## src/rtl/regfile_wb_sched.sv

```systemverilog
// regfile_wb_sched
//   Shares the register file's single write port between the in-order WB stage
//   and the multi-cycle mul/div unit. It keeps a scoreboard of registers whose
//   mul/div result is still outstanding, and it raises the ID-stage hazard stall.
//
// Ports
//   clk, rst                 clock; synchronous active-high reset
//   wb_we/wb_rd/wb_wd        pipeline writeback request
//   md_valid/md_rd/md_wd     mul/div result; accepted when md_valid && md_ready
//   md_ready                 the hold buffer is free
//   iss_valid/iss_rd         mul/div dispatch from ID; marks iss_rd busy
//   id_valid/id_rs1/rs2/rd   operands of the instruction in ID
//   id_stall                 stall IF/ID (hazard or forced starvation drain)
//   rf_we/rf_rd/rf_wd        register file write port
//   busy                     scoreboard; bit n is set while xn awaits mul/div
module regfile_wb_sched #(
  parameter int STARVE_LIMIT = 4
) (
  input  logic        clk,
  input  logic        rst,
  input  logic        wb_we,
  input  logic [4:0]  wb_rd,
  input  logic [31:0] wb_wd,
  input  logic        md_valid,
  input  logic [4:0]  md_rd,
  input  logic [31:0] md_wd,
  output logic        md_ready,
  input  logic        iss_valid,
  input  logic [4:0]  iss_rd,
  input  logic        id_valid,
  input  logic [4:0]  id_rs1,
  input  logic [4:0]  id_rs2,
  input  logic [4:0]  id_rd,
  output logic        id_stall,
  output logic        rf_we,
  output logic [4:0]  rf_rd,
  output logic [31:0] rf_wd,
  output logic [31:0] busy
);

  localparam int AW = $clog2(STARVE_LIMIT + 1);
  localparam logic [AW-1:0] LIM = AW'(STARVE_LIMIT);

  logic          hv;
  logic [4:0]    hrd;
  logic [31:0]   hwd;
  logic [AW-1:0] age;

  logic          wb_act, md_take;
  logic          hold_load, hold_drain;
  logic          clr_en;
  logic [4:0]    clr_rd;
  logic [31:0]   busy_nxt;
  logic          hazard, forced;

  // A write to x0 is dropped, so it never claims the port.
  assign wb_act   = wb_we && (wb_rd != 5'd0);
  assign md_ready = !hv && !rst;
  // A result for x0 is still handshaken, then discarded.
  assign md_take  = md_valid && md_ready && (md_rd != 5'd0);

  // Fixed priority: WB, then the held result, then a direct mul/div write.
  always_comb begin
    rf_we      = 1'b0;
    rf_rd      = 5'd0;
    rf_wd      = 32'd0;
    hold_load  = 1'b0;
    hold_drain = 1'b0;
    clr_en     = 1'b0;
    clr_rd     = 5'd0;
    if (!rst) begin
      if (wb_act) begin
        rf_we     = 1'b1;
        rf_rd     = wb_rd;
        rf_wd     = wb_wd;
        hold_load = md_take;
      end else if (hv) begin
        rf_we      = 1'b1;
        rf_rd      = hrd;
        rf_wd      = hwd;
        hold_drain = 1'b1;
        clr_en     = 1'b1;
        clr_rd     = hrd;
      end else if (md_take) begin
        rf_we  = 1'b1;
        rf_rd  = md_rd;
        rf_wd  = md_wd;
        clr_en = 1'b1;
        clr_rd = md_rd;
      end
    end
  end

  // The set is applied after the clear, so a same-register set/clear leaves it busy.
  always_comb begin
    busy_nxt = busy;
    if (clr_en) busy_nxt[clr_rd] = 1'b0;
    if (iss_valid && (iss_rd != 5'd0)) busy_nxt[iss_rd] = 1'b1;
  end

  // busy[0] is never set, so x0 operands never stall.
  assign hazard   = id_valid && (busy[id_rs1] || busy[id_rs2] || busy[id_rd]);
  // A starved hold result drains the front end, so that a WB bubble reaches the port.
  assign forced   = hv && (age >= LIM);
  assign id_stall = !rst && (hazard || forced);

  always_ff @(posedge clk) begin
    if (rst) begin
      busy <= 32'd0;
      hv   <= 1'b0;
      hrd  <= 5'd0;
      hwd  <= 32'd0;
      age  <= '0;
    end else begin
      busy <= busy_nxt;
      if (hold_load) begin
        hv  <= 1'b1;
        hrd <= md_rd;
        hwd <= md_wd;
      end else if (hold_drain) begin
        hv  <= 1'b0;
      end
      if (hold_drain)
        age <= '0;
      else if (hv && wb_act && (age != LIM))
        age <= age + AW'(1);
    end
  end

endmodule

```

## config.mk

```make
export PLATFORM = sky130hd
export DESIGN_NAME = regfile_wb_sched
export DESIGN_NICKNAME = d
export VERILOG_FILES = /design/src/rtl/regfile_wb_sched.sv
export SDC_FILE = /design/constraint.sdc
export NUM_CORES = 1
export LEC_CHECK = 0
export ABC_AREA = 1
export CORE_UTILIZATION = 49
export CTS_CLUSTER_DIAMETER = 150
export CTS_CLUSTER_SIZE = 25
export DETAILED_ROUTE_END_ITERATION = 7
export GPL_ROUTABILITY_DRIVEN = 0
export GPL_TIMING_DRIVEN = 0
export PLACE_DENSITY = 0.87
export SLEW_MARGIN = 20
export SYNTH_ARGS = -nofsm -noshare
export SYNTH_HDL_FRONTEND = slang
export SYNTH_SLANG_ARGS = --single-unit
```

## constraint.sdc

```tcl
create_clock -name clk -period 5.1 [get_ports clk]
set_input_delay 1.02 -clock clk [delete_from_list [all_inputs] [get_ports clk]]
set_output_delay 1.02 -clock clk [all_outputs]
set_load 0.005 [all_outputs]
```

==> metrics.md <==
| Metric | Value |
|---|---|
| Run status | finished clean |
| CP Max Fanout | 10 |
| Worst rel slew slack | 0.558 |
| Cell variety after synth | 32 |
| Worst Tran Pin Value | between 600 and 700 ps |
| Routed len/inst | ~15 um |
| Synth top area cells | dfxtp_1, nand2_1, a21oi_1 |
| Via count | 6,198 |
| DR vias/cell | between 5 and 6 |
| Unrepaired setup endpoints after global routing | no |
| Initial antenna violation count | 0 |
| Worst hold endpoint | age[1] |
| Drt drc | 0 |
| Critical path's top delay family | buffers and inverters |
| DR pass1 iterations | 5 |
| Share of layout cells above drive strength 1 | 0.0524 |
| Number of global-route vias before repair | 5,653 |
| Setup violators final | 0 |
| Fmax | 229 MHz |
| First-pass GRT wire length | around 28 mm |
| CTS sink count | 73 |
| Non-filler cells, final | ~1,100 |
| Fin. max-slew vios | 0 |
| Worst vdd ir | 0.000175 V |
| Die area | between 10,000 and 15,000 um^2 |
| Worst path required time | approximately 4000 ps |
| Floorplan core area | 9330 um^2 |
| Yosys top cell by area | dfxtp_1 |
| Switching Fraction | 0.282 |
| Share of power burned in registers | 0.417 |
| Cts bufs inserted | 9 |
| Number of max-cap violations | 0 |
| Number of DRC markers in iteration 0 | 526 |
| Worst R2R Path Depth | 10 |
| Slowest CP cell | clkdlybuf4s50_1 |
| Buf+Inv Stages, Crit Path | 6 |
| Comb pwr share | 0.230 |
| R2r endpoint | busy[17] |
| Fill cells | about 850 |
| Sw power | 0.408 mW |
| CP Cell Sequence | clkdlybuf4s50_1 -> nor2_1 -> nand3_1 -> nand2_2 -> buf_6 -> inv_2 -> buf_2 -> buf_2 -> a21oi_1 -> a21oi_1 -> clkdlybuf4s50_1 |
| Asr flop ratio synth | 0 |
| Min-Delay Path Class | reg2reg |
| Placed Cells | around 1,100 |
| Longest Clk Path Bufs | 2 |
| Routed Antenna Nets | 0 |
| Routed WL | 17.3 mm |
| Clock transition at the registers of the reported paths | ~80 ps |
| Hold depth | 2 |
| Remaining Overflow, GRT | 0 |
| Post-synth top area share | 0.306 |
| Post-Syn Area | about 4800 um^2 |
| Top FF cell, synth | dfxtp_1 |
| # hold bufs at CTS | 0 |
| Commonest cells in the netlist | nand2_1, nor2_1, a21oi_1 |
| H-tree Lvls | 3 |
| Overall Global Routing Usage | 0.350 |
| Internal | 1.04 mW |
| Die X | a little over 100 um |
| CTS root buf | clkbuf_8 |
| Hold path startpoint | age[1] |
| Worst R2R Start | hv |
| Top-count cell post-synth | nand2_1 |
| Clock power share | 0.353 |
| Syn_nets | slightly above 900 |
| Row Count | 35 |
| Seq/Total Area, Yosys | 0.306 |
| Pin count of the biggest net entering global routing | 13 |
| Number of buffers added on ports | roughly 170 |
| Crit start category | primary input |
| Skew-Pair Late Insertion Delay | 350 ps |
| Post-Syn Instances | slightly above 800 |
| Mapped Avg Cell Area | roughly 5.9 um^2 |
| Critical path class | in2out |
| Crit path time final | 4370 ps |
| Seq cells post-synth | 73 |
| Total power | approximately 1.4 mW |
| Post-route clock skew | about 17 ps |
| Area Overhead vs Synth | 42.5% |
| CP Data Arrival Time | around 3400 ps |
| Crit. End Element | output pin |
| I/O pin cnt | roughly 170 |
| TNS Setup | 0 ps |
| Number of enable flip-flop cells after synthesis | 0 |
| Reg2reg setup slack | 3140 ps |
| Post-CTS setup buffers | 0 |
| Die H | around 100 um |
| # resized after CTS | 0 |
| Pwr dens | ~210 nW/um^2 |
| Initial Util | 0.513 |
| Lkg Pwr | 2.73 nW |
| Yosys warning count | 0 |
| # diodes | 0 |
| Fin crit share | 0.857 |
| CP peak stage delay | 560 ps |
| Worst Setup SP | wb_rd[1] |
| CTS tree | built |
| Final Hold Viols | 0 |
| Dpl hpwl | 13.3 mm |
| Nets | between 1,000 and 1,500 |
per-stage QoR:
stage	setup slack, ps	hold WS (ps)	instance area, um^2	utilization
2_1_floorplan	1940	455	4780	-
3_3_place_gp	784	479	6600	0.707
3_5_place_dp	756	482	6600	0.707
4_1_cts	739	493	6810	0.731
5_1_grt	565	511	6810	0.731
6_report	728	486	6810	0.731
power by group through the flow:
stage	registers (mW)	logic, mW	clock network [mW]
after detailed placement	0.614	0.327	0
final	0.602	0.332	0.510
after global routing	0.604	0.363	0.534
after floorplan	0.611	0.155	0
after CTS	0.601	0.329	0.511
after global placement	0.614	0.324	0
tightest hold or removal path, delay by kind of cell (launching register included):
family                 cells  cell delay, ps
buffers and inverters      1              60
AO/OA/AOI/OAI              1              60
flip-flops                 1             310
cell families after synthesis:
| logic type | count (synthesis) | synth area share |
|---|---|---|
| buffers and inverters | 93 | 0.0816 |
| flip-flops | 73 | 0.306 |
| XOR/XNOR | 1 | 0.00183 |
| AO/OA/AOI/OAI | 200 | 0.211 |
| adder cells (fa/ha/maj) | 2 | 0.00523 |
| AND/OR/NAND/NOR | 443 | 0.395 |
how the worst max path moves through the flow:
stage | end | depth (start not counted) | slack (ps)
after floorplan | id_stall | 15 | 1940
after global placement | rf_wd[2] | 11 | 780
after detailed placement | rf_wd[8] | 11 | 760
after CTS | rf_wd[2] | 11 | 740
after global routing | rf_wd[11] | 11 | 570
final | rf_wd[2] | 11 | 730
flip-flops by register name (all words and copies together) (netlist names):
signal	flops
age	3
hrd	5
hwd	32
hv	1
busy	32
metal layers:
layer	share of wire	routed length (um)	up-vias	track usage
li1	-	-	3037	-
met1	0.43	7500	2803	0.468
met2	0.46	7900	316	0.570
met3	0.088	1530	42	0.0659
met4	0.024	409	0	0.113
met5	0	0	-	0
area by class of cell:
cell class                 instances  area (um^2)  share of cell area
buffer                            47          218              0.0320
clock buffer                      11          141              0.0207
clock inverter                     4         77.6              0.0114
inverter                          46          173              0.0253
multi-input combinational        646         2930               0.430
sequential                        73         1460               0.214
tap                              129          161              0.0237
timing repair buffer             165         1650               0.242
cells in the final DEF, fill, tap and decap left out, types with 3 or more instances in the layout:
cell type	Yosys	layout
nand2_1	234	234
clkdlybuf4s50_1	0	165
nor2_1	108	108
a21oi_1	103	103
o21ai_0	89	89
nand3_1	77	77
dfxtp_1	73	73
inv_1	37	37
clkbuf_1	31	32
clkbuf_8	0	10
buf_2	9	9
inv_2	6	6
o21ai_1	5	5
nor3_1	4	4
nand4_1	3	3
buf_6	3	3
nand2_2	3	3
nor3_4	3	3
clkinv_1	3	3
clkbuf_2	3	3
Note: power is estimated with default switching activity, not from simulation.
